**src/rtl/mux_arb_reg_pkg.sv**
```systemverilog
`default_nettype none
// ============================================================================
// Module      : mux_arb_reg_pkg
// Description : Shared select-mode and output-register state encodings for
//               the mux_arb_reg selector.
// Revision    : 1.0 - initial release
// ============================================================================
package mux_arb_reg_pkg;

    localparam logic MODE_FIXED = 1'b0;
    localparam logic MODE_RR    = 1'b1;

    typedef enum logic {
        ST_EMPTY = 1'b0,
        ST_FULL  = 1'b1
    } state_t;

endpackage : mux_arb_reg_pkg
`default_nettype wire

```
**src/rtl/mux_arb_reg_rr_arbiter.sv**
```systemverilog
`default_nettype none
// ============================================================================
// Module      : rr_arbiter
// Description : Combinational round-robin arbiter. Searches from last+1
//               upward with wrap and grants the first requesting channel.
// Revision    : 1.0 - initial release
// ============================================================================
module rr_arbiter #(
    parameter int CHANNELS = 8,
    parameter int SEL_W    = 3
) (
    input  logic [CHANNELS-1:0] req,
    input  logic [SEL_W-1:0]    last,
    output logic [CHANNELS-1:0] gnt,
    output logic [SEL_W-1:0]    gnt_idx,
    output logic                any
);

    always_comb begin
        gnt     = '0;
        gnt_idx = '0;
        any     = 1'b0;
        // Offsets 1..CHANNELS so the previous winner is considered last.
        for (int k = 1; k <= CHANNELS; k++) begin
            automatic int idx = (int'(last) + k) % CHANNELS;
            if (!any && req[idx]) begin
                any      = 1'b1;
                gnt[idx] = 1'b1;
                gnt_idx  = SEL_W'(idx);
            end
        end
    end

endmodule : rr_arbiter
`default_nettype wire

```
**src/rtl/mux_arb_reg.sv**
```systemverilog
`default_nettype none
// ============================================================================
// Module      : mux_arb_reg
// Description : N-to-1 selector with one registered output stage and a
//               valid/ready handshake; fixed-select or round-robin modes.
//               Optional parity output enabled by MUXARB_PARITY_EN.
// Revision    : 1.0 - initial release
// ============================================================================
module mux_arb_reg
    import mux_arb_reg_pkg::*;
#(
    parameter int WIDTH    = 32,
    parameter int CHANNELS = 8,
    parameter int SEL_W    = 3
) (
    input  logic                      clk,
    input  logic                      rst,
    input  logic                      mode,
    input  logic [SEL_W-1:0]          sel,
    input  logic [CHANNELS*WIDTH-1:0] in_data,
    input  logic [CHANNELS-1:0]       in_valid,
    output logic [CHANNELS-1:0]       in_ready,
    output logic [WIDTH-1:0]          out_data,
    output logic [SEL_W-1:0]          out_chan,
    output logic                      out_valid,
    input  logic                      out_ready,
    output logic                      out_par
);

    state_t               r_state;
    state_t               w_state_nxt;
    logic [WIDTH-1:0]     r_data;
    logic [SEL_W-1:0]     r_chan;
    logic [SEL_W-1:0]     r_rr_last;

    logic                 w_load;
    logic                 w_accept;
    logic                 w_xfer;
    logic [CHANNELS-1:0]  w_fix_gnt;
    logic [CHANNELS-1:0]  w_rr_gnt;
    logic [SEL_W-1:0]     w_rr_idx;
    logic                 w_rr_any;
    logic [CHANNELS-1:0]  w_gnt;
    logic [SEL_W-1:0]     w_chan;
    logic [WIDTH-1:0]     w_data;

    rr_arbiter #(
        .CHANNELS (CHANNELS),
        .SEL_W    (SEL_W)
    ) u_rr_arbiter (
        .req     (in_valid),
        .last    (r_rr_last),
        .gnt     (w_rr_gnt),
        .gnt_idx (w_rr_idx),
        .any     (w_rr_any)
    );

    // Out-of-range sel values match no channel, leaving the grant empty.
    always_comb begin
        w_fix_gnt = '0;
        for (int i = 0; i < CHANNELS; i++) begin
            w_fix_gnt[i] = (int'(sel) == i);
        end
    end

    assign out_valid = (r_state == ST_FULL);
    assign w_load    = !out_valid || out_ready;
    assign w_accept  = w_load && !rst;
    assign w_gnt     = (mode == MODE_RR) ? w_rr_gnt : w_fix_gnt;
    assign w_chan    = (mode == MODE_RR) ? w_rr_idx : sel;
    assign in_ready  = w_accept ? w_gnt : '0;
    assign w_xfer    = (mode == MODE_RR) ? (w_accept && w_rr_any)
                                         : |(in_valid & in_ready);

    always_comb begin
        w_data = '0;
        for (int i = 0; i < CHANNELS; i++) begin
            if (w_gnt[i]) begin
                w_data = in_data[i*WIDTH +: WIDTH];
            end
        end
    end

    always_comb begin
        w_state_nxt = r_state;
        if (w_load) begin
            w_state_nxt = w_xfer ? ST_FULL : ST_EMPTY;
        end
    end

    always_ff @(posedge clk) begin
        if (rst) begin
            r_state <= ST_EMPTY;
        end else begin
            r_state <= w_state_nxt;
        end
    end

    always_ff @(posedge clk) begin
        if (rst) begin
            r_data    <= '0;
            r_chan    <= '0;
            r_rr_last <= SEL_W'(CHANNELS - 1);
        end else if (w_xfer) begin
            r_data <= w_data;
            r_chan <= w_chan;
            if (mode == MODE_RR) begin
                r_rr_last <= w_rr_idx;
            end
        end
    end

    assign out_data = r_data;
    assign out_chan = r_chan;

`ifdef MUXARB_PARITY_EN
    logic r_par;

    always_ff @(posedge clk) begin
        if (rst) begin
            r_par <= 1'b0;
        end else if (w_xfer) begin
            r_par <= ^w_data;
        end
    end

    assign out_par = r_par;
`else
    assign out_par = 1'b0;
`endif

endmodule : mux_arb_reg
`default_nettype wire
```
**config.mk**
```make
export PLATFORM = sky130hd
export DESIGN_NAME = mux_arb_reg
export DESIGN_NICKNAME = d
export VERILOG_FILES = /design/src/rtl/mux_arb_reg_pkg.sv /design/src/rtl/mux_arb_reg_rr_arbiter.sv /design/src/rtl/mux_arb_reg.sv
export SDC_FILE = /design/constraint.sdc
export NUM_CORES = 1
export LEC_CHECK = 0
export CORE_MARGIN = 4
export CORE_UTILIZATION = 35
export CTS_BUF_LIST = sky130_fd_sc_hd__clkbuf_4
export CTS_CLUSTER_DIAMETER = 200
export DETAILED_ROUTE_END_ITERATION = 10
export GPL_TIMING_DRIVEN = 0
export PLACE_DENSITY = 0.85
export SYNTH_ARGS = -nofsm -noshare
export SYNTH_HDL_FRONTEND = slang
export SYNTH_HIERARCHICAL = 1
export SYNTH_SLANG_ARGS = --single-unit
```
**constraint.sdc**
```tcl
create_clock -name clk -period 10.85 [get_ports clk]
set_input_delay 1.085 -clock clk [delete_from_list [all_inputs] [get_ports clk]]
set_output_delay 1.085 -clock clk [all_outputs]
set_load 0.01 [all_outputs]
```
== Yosys cells after proc, flatten, opt, wreduce, memory -nomap -nowiden ==
Cells that the tools add are included.
Storage, ports and cells
  input port bits: 271
  register bits: 39
Cells by class
  $lt $le $gt $ge: 16
  mux-type cells: 77
  bitwise operators: 16
  $add $sub $neg: 8
  eq/ne operators: 7
  reduce and logical (&&, ||, !) cells: 38
Operators by type and width (count)
  $mux W32: 8
  $mux W8: 10
  $or A8 B8 Y8: 7
  $lt A4 B5 Y1 const B: 8
  $mux W1: 34
  $ge A4 B1 Y1 const B: 8
  $mux W3: 9
  $bmux W1 S3: 8
  $demux W1 S3: 8
  $reduce_or A3 Y1: 8
  $logic_and A1 B1 Y1: 17
  $add A3 B3 Y3 const B: 4
  $eq A3 B3 Y1 const B: 4
  $logic_not A1 Y1: 9
  $and A1 B1 Y1 const A: 8
  $and A8 B8 Y8: 1
  $reduce_or A8 Y1: 1
  $add A3 B1 Y3 const B: 2
  $add A3 B2 Y3 const B: 2
  $eq A3 B2 Y1 const B: 2
  $eq A3 B1 Y1 const B: 1
  $logic_not A3 Y1: 1
  $reduce_and A2 Y1: 1
  $logic_or A1 B1 Y1: 1

== Logic depth before layout (Yosys ltp) ==
  word-level depth: 37
  gate-level depth with buffers: 19

== Hierarchy ==
Netlist, hierarchy kept.
Modules (own cells, without submodules)
  mux_arb_reg: instances 1, area each 3892.5 um^2, cells each 502, seq. area each 780.7 um^2
  rr_arbiter: instances 1, area each 1251.2 um^2, cells each 146, seq. area each 0.0 um^2

== Worst setup path before layout ==
OpenSTA, ideal clock, no wires.
  path type: reg-to-output
  start point: register r_rr_last[0]
  end point: output in_ready[7]
  setup slack: 5463 ps
  stages on the path, launching flop included: 17
  data arrival time: 4302 ps
  buffers on the path: 5
  cell sequence: dfxtp_1 > buf_2 > buf_6 > buf_1 > inv_2 > ha_1 > inv_1 > mux4_2 > or4_4 > nor4_4 > a221oi_1 > o21ai_1 > and2_1 > or2_1 > buf_2 > clkbuf_1 > and2_1
Between the ends
  longest elaborated chain between the ends: 28
  elaborated cells on any way between the ends: 126
  classes of those cells: add/sub (8); order compare (16); mux (57); bitwise (15); reduce/logical (30)
RTL lines
  start: declaration: line mux_arb_reg.sv:34  | logic [SEL_W-1:0] r_rr_last;
  start signal: assignment: line mux_arb_reg.sv:103  | r_rr_last <= SEL_W'(CHANNELS - 1);
  start signal: assignment: line mux_arb_reg.sv:108  | r_rr_last <= w_rr_idx;
  parallel branches: the longest is 25 deep, another holds $lt A4 B5 Y1
  $mux W8 (*): line mux_arb_reg_rr_arbiter.sv:26  | if (!any && req[idx]) begin
  via w_rr_gnt[7]: line mux_arb_reg.sv:40  | logic [CHANNELS-1:0] w_rr_gnt;
  $mux W8 (*): line mux_arb_reg.sv:69  | assign w_gnt = (mode == MODE_RR) ? w_rr_gnt : w_fix_gnt;
  $mux W8 (*): line mux_arb_reg.sv:71  | assign in_ready = w_accept ? w_gnt : '0;
  end: declaration: line mux_arb_reg.sv:22  | output logic [CHANNELS-1:0] in_ready,
Mark *: on every way through the listed nets, which the timed path passes. The select of a mux whose other input is x is not followed.

== Final worst setup path ==
  start point: register r_rr_last[0]
  end point: output in_ready[1]
Same word-level chain as after synthesis.

==> results.sh <==
export IMPL_port_buffers=312
export IMPL_ys_warn_count=6
export IMPL_hold_class="register to register"
export IMPL_io_pins=316
export IMPL_first_global_vias=7078
export IMPL_ir_drop_v=0.0000587
export IMPL_start_util=0.355
export IMPL_gr_usage_all_layers=0.307
export IMPL_tightestPinTransition_ns=0.980
export IMPL_antenna_found_initial=0
export IMPL_cts_tree="yes"
export IMPL_end_kind="output pin"
export IMPL_power_uw=1010
export IMPL_drtIter0Drc=653
export IMPL_die_y_um=129
export IMPL_synthFlopType="dfxtp_1"
export IMPL_cts_root_buf="clkbuf_4"
export IMPL_synth_edf_count=0
export IMPL_ctsHoldBuffers=0
export IMPL_fmax_ghz=0.127
export IMPL_clk_latency_ns=0.35
export IMPL_clock_sinks=39
export IMPL_cp_max_fo=10
export IMPL_syn_area_um2=5140
export IMPL_rsz0062_at_grt="false"
export IMPL_p_int_uw=564
export IMPL_combPwrFrac=0.699
export IMPL_leakagePower_uw=0.00293
export IMPL_fin_skew_ns=0.00683
export IMPL_tns_ns=0
export IMPL_status="complete, no violations"
export IMPL_drc_errors=0
export IMPL_syn_area_per_cell_um2=7.94
export IMPL_synth_yosys_seq_area_share=0.152
export IMPL_slowest_delay_ns=0.85
export IMPL_slowest_stage="nor4_1"
export IMPL_cts_resized=0
export IMPL_p_seq_frac=0.177
export IMPL_cts_buffers=5
export IMPL_startpoint_type="register"
export IMPL_async_reset_ff_frac=0
export IMPL_ant_nets=0
export IMPL_maxSlewViolCount=0
export IMPL_place_congestion=0.964
export IMPL_critPathKind="register to output pin"
export IMPL_place_inst=1144
export IMPL_clk_pin_slew_ns=0.12
export IMPL_antenna_cells=0
export IMPL_placementRows=44
export IMPL_hold_slack_ns=0.466
export IMPL_firstDrtPassIters=5
export IMPL_core_area_um2=14500
export IMPL_h_tree_depth=2
export IMPL_p_per_area_nw_per_um2=118
export IMPL_netlist_instances=648
export IMPL_die_x_um=129
export IMPL_multi_input_area_um2=3910
export IMPL_layout_nets=1244
export IMPL_grt_max_degree=13
export IMPL_switching_share=0.442
export IMPL_synth_fp_nets=925
export IMPL_cap_violations=0
export IMPL_dieArea_um2=16700
export IMPL_regArea_um2=781
export IMPL_drive_gt1_frac=0.147
export IMPL_final_util=0.594
export IMPL_hold_viol=0
export IMPL_cp_required_ns=9.77
export IMPL_synth_seq_cells=39
export IMPL_setup_viol=0
export IMPL_fillers=1317
export IMPL_min_period_ns=7.89
export IMPL_synth_cell_type_count=75
export IMPL_area_growth_synth_to_final_pct=67.2
export IMPL_wl_per_cell_um=24.0
export IMPL_vias_per_cell=6.27
export IMPL_power_frac_clock=0.124
export IMPL_grt_overflow_total=0
export IMPL_final_cells=1152
export IMPL_slew_headroom=0.341
export IMPL_switching_power_uw=448
export IMPL_grt_pass1_wl_um=40000
export IMPL_finalCritPeriodShare=0.727
export IMPL_finalWirelength_um=27700
export IMPL_dp_hpwl_um=22300
export IMPL_path_cells="buf_2 > buf_6 > buf_1 > inv_2 > ha_1 > xor2_1 > mux4_2 > nor4_1 > nand3_1 > o32ai_1 > mux2_2 > and2_1 > or2_2 > clkbuf_1 > buf_2 > and2_1 > clkdlybuf4s50_1"
export IMPL_vias=7223
export IMPL_cts_setup_buffers=0
export IMPL_worst_ep_arrival_time_ns=6.81
export IMPL_clk_path_buf_depth=2
## final timing paths
path / from / end / slack (ns) / cells past startpoint
setup / recovery: r_rr_last[0] / in_ready[1] / 2.96 / 17
hold / removal: out_chan[1] / out_chan[1] / 0.47 / 2
setup reg to reg: r_rr_last[0] / out_data[26] / 4.32 / 19
hold reg to reg: out_chan[1] / out_chan[1] / 0.47 / 2
## per-layer routing
metal  global-route usage  wire length, µm  vias up
met5                    0                0        -
met4                0.107             1080        0
met3               0.0816             3130       82
met2                0.525            13100      523
met1                0.371            10400     3383
li1                     -                -     3235
## worst max-delay path: cells and delay by family (launching register included)
family                     cells  cell delay, ns
xor gates and xnor gates       1            0.42
buffers and inverters          7            2.45
muxes                          2            0.70
DFF                            1            0.38
adders and majority gates      1            0.36
and+or+nand+nor                5            1.60
AOI/OAI and AO/OA              1            0.53
## layout make-up
cell class / instances / share of cell area
plain buffers: 68 / 0.0480
clock buffers: 6 / 0.00524
clock inverters: 2 / 0.00698
inverters: 11 / 0.00480
multi-input cells: 530 / 0.454
flip-flops and latches: 39 / 0.0908
well taps: 184 / 0.0268
repair buffers: 312 / 0.363
## cell usage in the layout, fill, tap and decap left out, drive strengths merged, types with 3 or more instances in the layout
cell type	n
nand3	35
and2	11
nor3	6
nand2b	5
a21oi	45
mux2	11
mux4	11
mux2i	18
nand2	89
nor4b	3
clkdlybuf4s50	312
o21ai	49
a22o	6
clkbuf	37
o31ai	32
nor2	14
buf	35
dfxtp	39
nor2b	5
o22ai	67
or2	5
ha	6
nor4	3
inv	11
a221oi	67
## power groups by stage
stage | sequential [µW] | combinational (µW) | clock, µW
2_1_floorplan | 191 | 396 | 0
3_3_place_gp | 182 | 683 | 0
3_5_place_dp | 183 | 689 | 0
4_1_cts | 180 | 691 | 128
5_1_grt | 183 | 747 | 134
6_report | 180 | 707 | 126
## stage by stage
stage	setup WS [ns]	instance area, µm²
after floorplan	5.46	5140
after global placement	3.46	8500
after detailed placement	3.56	8500
after CTS	3.13	8600
after global routing	2.71	8600
final	2.96	8600
## logic make-up (layout without fill, tap and decap cells)
group           count (synthesis)  count (layout)  share of synthesized area
xor+xnor                        4               4                    0.00681
compound gates                293             293                      0.420
fa+ha+maj                       6               6                     0.0146
mux                            40              40                      0.108
buf+inv                        79             399                     0.0883
other cells                     1               1                   0.000729
simple gates                  186             186                      0.209
flops                          39              39                      0.152
## Yosys cell counts, drive strengths merged (11+ instances only)
cell type | number | area, µm²
a21oi | 45 | 334
mux2i | 18 | 180
o22ai | 67 | 419
mux4 | 11 | 248
nor2 | 14 | 55.1
and2 | 11 | 68.8
a221oi | 67 | 587
nand3 | 35 | 320
o21ai | 49 | 249
dfxtp | 39 | 781
o31ai | 32 | 250
buf | 35 | 278
mux2 | 11 | 128
nand2 | 89 | 334
clkbuf | 31 | 116
inv | 11 | 41.3
## state kept, by name, summed over array words and instances (netlist names)
name / cells
out_valid: 1
out_data: 32
r_rr_last: 3
out_chan: 3
Note: power is estimated with default switching activity, not from simulation.
